**config.mk**
```make
export PLATFORM = sky130hd
export DESIGN_NAME = dmem_ctrl
export DESIGN_NICKNAME = d
export VERILOG_FILES = /design/src/rtl/mips_pkg.sv /design/src/rtl/dmem_ram.sv /design/src/rtl/dmem_ctrl.sv
export SDC_FILE = /design/constraint.sdc
export NUM_CORES = 2
export LEC_CHECK = 0
export ABC_CLOCK_PERIOD_IN_PS = 9100
export CORE_MARGIN = 2
export CORE_UTILIZATION = 55
export CTS_CLUSTER_DIAMETER = 200
export DETAILED_ROUTE_END_ITERATION = 6
export GPL_ROUTABILITY_DRIVEN = 0
export HOLD_SLACK_MARGIN = 0.06
export PLACE_DENSITY = 0.71
export SYNTH_ARGS = -nofsm -noshare
export SYNTH_HDL_FRONTEND = slang
export SYNTH_HIERARCHICAL = 1
export SYNTH_SLANG_ARGS = --single-unit
```
**constraint.sdc**
```tcl
create_clock -name clk -period 9.1 [get_ports clk]
set_input_delay 2.275 -clock clk [delete_from_list [all_inputs] [get_ports clk]]
set_output_delay 2.275 -clock clk [all_outputs]
set_load 0.02 [all_outputs]
```
**src/rtl/mips_pkg.sv**
```systemverilog
// Shared MIPS datapath types and helpers: data-memory FSM states and
// big-endian byte-lane extraction/merging.
package mips_pkg;

  typedef enum logic [1:0] {
    IDLE = 2'd0,
    BUSY = 2'd1,
    DONE = 2'd2
  } dmem_state_t;

  // Lane 0 is the most significant byte (big-endian).
  function automatic logic [7:0] lane_byte(input logic [31:0] w, input logic [1:0] lane);
    logic [7:0] b;
    case (lane)
      2'd0:    b = w[31:24];
      2'd1:    b = w[23:16];
      2'd2:    b = w[15:8];
      default: b = w[7:0];
    endcase
    return b;
  endfunction

  function automatic logic [31:0] sext_byte(input logic [7:0] b);
    return {{24{b[7]}}, b};
  endfunction

  function automatic logic [31:0] lane_merge(input logic [31:0] w, input logic [1:0] lane,
                                             input logic [7:0] b);
    logic [31:0] r;
    r = w;
    case (lane)
      2'd0:    r[31:24] = b;
      2'd1:    r[23:16] = b;
      2'd2:    r[15:8]  = b;
      default: r[7:0]   = b;
    endcase
    return r;
  endfunction

endpackage

```
**src/rtl/dmem_ram.sv**
```systemverilog
// Plain word array: synchronous write, asynchronous read. Shared with the
// instruction memory.
module dmem_ram #(
  parameter int unsigned DEPTH = 64,
  parameter int unsigned AW    = $clog2(DEPTH)
) (
  input  logic          clk,
  input  logic          we,
  input  logic [AW-1:0] a,
  input  logic [31:0]   wd,
  output logic [31:0]   rd
);

  logic [31:0] mem [DEPTH];

  always_ff @(posedge clk) begin
    if (we) mem[a] <= wd;
  end

  assign rd = mem[a];

endmodule

```
**src/rtl/dmem_ctrl.sv**
```systemverilog
// Data-memory responder: wait-state FSM, big-endian byte lane steering and
// misalignment flagging in front of a word RAM.
module dmem_ctrl
  import mips_pkg::*;
#(
  parameter int unsigned DEPTH_WORDS = 64,
  parameter int unsigned WAIT_CYCLES = 2
) (
  input  logic        clk,
  input  logic        reset,
  input  logic        memwrite,
  input  logic        memread,
  input  logic        byte_enable,
  input  logic [31:0] addr,
  input  logic [31:0] wd,
  output logic [31:0] rd,
  output logic        stall,
  output logic        misalign
);

  localparam int unsigned AW = $clog2(DEPTH_WORDS);

  dmem_state_t state_q, state_d;
  logic [3:0]  cnt_q, cnt_d;
  logic        req;
  logic        stall_c;
  logic        complete;
  logic        ram_we;
  logic [AW-1:0] idx;
  logic [1:0]  lane;
  logic [31:0] word_rd;
  logic [31:0] word_wd;
  logic        unused_addr;

  assign req         = memwrite | memread;
  assign idx         = addr[AW+1:2];
  assign lane        = addr[1:0];
  assign unused_addr = ^addr[31:AW+2];

  always_comb begin
    state_d  = state_q;
    cnt_d    = cnt_q;
    stall_c  = 1'b0;
    complete = 1'b0;
    case (state_q)
      IDLE: begin
        if (req) begin
          if (WAIT_CYCLES == 0) begin
            complete = 1'b1;
          end else begin
            stall_c = 1'b1;
            cnt_d   = 4'(WAIT_CYCLES - 1);
            state_d = (WAIT_CYCLES == 1) ? DONE : BUSY;
          end
        end
      end
      BUSY: begin
        // Request withdrawn mid-access: abandon it without writing.
        if (!req) begin
          state_d = IDLE;
          cnt_d   = 4'd0;
        end else begin
          stall_c = 1'b1;
          cnt_d   = cnt_q - 4'd1;
          if (cnt_q == 4'd1) state_d = DONE;
        end
      end
      DONE: begin
        complete = 1'b1;
        state_d  = IDLE;
      end
      default: state_d = IDLE;
    endcase
  end

  always_ff @(posedge clk or posedge reset) begin
    if (reset) begin
      state_q <= IDLE;
      cnt_q   <= 4'd0;
    end else begin
      state_q <= state_d;
      cnt_q   <= cnt_d;
    end
  end

  // Byte stores are read-modify-write over the async read port.
  assign word_wd = byte_enable ? lane_merge(word_rd, lane, wd[7:0]) : wd;
  assign ram_we  = complete & memwrite & ~reset;

  dmem_ram #(
    .DEPTH(DEPTH_WORDS),
    .AW   (AW)
  ) u_ram (
    .clk(clk),
    .we (ram_we),
    .a  (idx),
    .wd (word_wd),
    .rd (word_rd)
  );

  always_comb begin
    rd = 32'd0;
    if (complete && !reset) begin
      rd = byte_enable ? sext_byte(lane_byte(word_rd, lane)) : word_rd;
    end
  end

  assign stall    = stall_c & ~reset;
  assign misalign = complete & req & ~byte_enable & (lane != 2'd0) & ~reset;

endmodule

```
==> metrics <==
Total Power=between 0.015 and 0.02 W; Critical Path AT=approximately 6.7 ns; Std-Cell Rows=139; Worst Hold Class=reg2reg; Synth Instances=4,437; WP depth=10; max incr delay on CP=around 0.85 ns; fin crit share=about 99%; TritonRoute pass-1 iters=5; Via density=~6.8; share of the synthesized area in the top cell type=about three quarters; Total Routed Length=212.9 mm; minimum clock period after layout=between 8 and 9 ns; Via Count=between 40k and 50k; full die area=between 100,000 and 150,000 um2; CP Capture Type=output port; # IOs=around 100; CP Class=in2out; top cells by area, synth=edfxtp_1, mux2i_1, mux4_2; CTS Hold Bufs=0; Worst R2R Start=u_ram/mem[20][15]$_DFFE_PP_; Die X=around 390 um; clock sink count=approximately 2.1k; Req. time, crit path=approximately 7 ns; DR iter-0 viols=~6.0k; max-slew violations=0; reg2reg end=u_ram/mem[27][15]$_DFFE_PP_; Reg2Reg Setup Slack=~5.0 ns; Setup-failing EPs final=0; Max-Cap Viols=0; CTS buffer count=just under 200; Yosys reg bits=between 2k and 2.5k; TritonCTS clock tree=yes; max_slew headroom=approximately 7.3%; reg2reg path depth=8; Post-route DRC=0; Leak=a little under 30 nW; CTS H-tree depth=4; Yosys cell types=65; Power per Cell Area=about 220 nW/um2; worst slack, placed=0.2396 ns; Top Family by Delay on Critical Path=simple AND/OR/NAND/NOR gates; starting density of the core=a little under three fifths; total grt overflow=0; Routed Antenna Nets=0; number of setup buffers added after CTS=0; post-DP HPWL=around 120 mm; Seq/Total Area, Yosys=slightly below 80%; WL per Instance=31.77 um; die height=between 300 and 400 um; Synth top cells by count=edfxtp_1, mux2i_1, nor2_1; clock root cell=clkbuf_16; worst IR drop on VDD=0.2019 mV; area leader, netlist=edfxtp_1; clock-pin slew on the worst setup and hold paths=0.06 ns; number of port buffers=between 70 and 80; Main synth FF type=edfxtp_1; nets=approximately 4.7k; P&R area growth vs syn=13.61%; status=finished, final reports clean; core area=around 140,000 um2; RSZ-0062 raised after global routing=false; worst skew pair latency=0.87 ns; slowest CP cell=or4b_1; Top cell by count, worst path=clkdlybuf4s50_1; vias in the first global route=approximately 44k; layout cells sized above 1=about a fifth; initial antenna violation count=17; Synth Warn #=6; Total GRT Usage=between 20% and 30%; buffers plus inverters on the worst setup path=3; CTS Buffer Depth=3; startpoint class of the critical path=primary input; first-pass GRT wire length=just over 300 mm; most frequent cell after synthesis=edfxtp_1; Synth Cell Area=79,930 um2; largest net degree at the start of global routing=between 80 and 90; fillers=9,801; highest clock rate=approximately 110 MHz; Synth Net Count=~4.5k; worst-path maximum fanout=25; Setup Skew=0.05825 ns; CP startpoint=addr[7]; final setup margin=0.1361 ns; Hold Vio Cnt, Final=0; Post-synth EDFFs=between 2k and 2.5k; Synth async-reset ratio=0.2921%; Mean Syn Cell Area=18.01 um2; worst setup path end=rd[8]; final hold slack=0.5993 ns; TNS Setup=0 ns; worst slew pin tran=1.391 ns; hold depth=2; worst path cell trace=clkdlybuf4s50_1 -> nand2b_2 -> nor2_1 -> or4b_1 -> or4_1 -> mux2_2 -> o21ai_4 -> buf_12 -> nor3_1 -> clkdlybuf4s50_1; post_cts resized=0
[sequential cells by signal (all words and copies together), names as in the netlist]
| register | count |
|---|---|
| cnt_q | 4 |
| state_q | 2 |
| u_ram/mem | 2048 |
[layout by cell type, fill, tap and decap left out, drive strengths merged, types with 70 or more instances in the layout]
cell and count:
edfxtp 2048, mux2i 285, buf 252, clkbuf 245
nor2 205, a22oi 188, a221oi 175, mux2 163
a21oi 147, o22ai 100, o21ai 98, mux4 96
and3 86, clkinv 85, clkdlybuf4s50 74, o22a 70
[cell families after synthesis]
kind of cell    after synthesis  share of synthesized area [%]
mux                         544                          8.571
compound gates              984                          8.921
buf+inv                     327                          1.844
fa+ha+maj                     2                        0.03130
flops                      2054                          77.13
simple gates                526                          3.502
[power by group]
| group | switching, W | leakage [nW] | total, W | internal, W |
|---|---|---|---|---|
| logic | 0.00105 | 7.71 | 0.00146 | 0.000413 |
| registers | 0.0000179 | 18.5 | 0.0106 | 0.0106 |
| clock network | 0.00346 | 2.93 | 0.00772 | 0.00426 |
[metal layers]
layer	GRT usage (%)	part of all wire [%]
met1	39.65	37
met2	44.41	47
met3	7.114	12
met4	11.16	4.0
met5	0	0.032
[worst min-delay path by stage]
stage	start	to
after global routing	cnt_q[0]$_DFFE_PP0P_	cnt_q[0]$_DFFE_PP0P_
final	cnt_q[3]$_DFFE_PP0P_	state_q[0]$_DFFE_PP0P_
after CTS	cnt_q[3]$_DFFE_PP0P_	state_q[0]$_DFFE_PP0P_
after global placement	cnt_q[3]$_DFFE_PP0P_	state_q[0]$_DFFE_PP0P_
after detailed placement	cnt_q[3]$_DFFE_PP0P_	state_q[0]$_DFFE_PP0P_
after floorplan	cnt_q[3]$_DFFE_PP0P_	state_q[0]$_DFFE_PP0P_
[final cells by class]
cell class / count / area (um2) / area share (%)
Multi-Input combinational cell: 2056 / 17660 / 19.44
Clock buffer: 245 / 5131 / 5.651
Antenna cell: 6 / 15.01 / 0.01653
Sequential cell: 2054 / 61650 / 67.89
Tap cell: 1903 / 2381 / 2.622
Timing Repair Buffer: 326 / 3018 / 3.323
Clock inverter: 104 / 920.9 / 1.014
Inverter: 7 / 33.78 / 0.03720
[worst reg2reg max path, stage by stage (launching register included)]
cell,delay [ns]
edfxtp_1,0.38
mux4_2,0.48
mux2i_1,0.23
nor2_1,0.14
or4b_1,0.82
or4_1,0.71
mux2i_1,0.28
a21oi_4,0.20
buf_4,0.38
[stage by stage]
stage	instance area [um2]	utilization (%)	std cells
global placement	84740	58.84	6346
floorplan	79930	-	4437
detailed placement	84740	58.84	6346
global route	90790	63.05	6695
CTS	90790	63.05	6695
finish	90800	63.06	6701
Power figures use the tool's default switching activity.
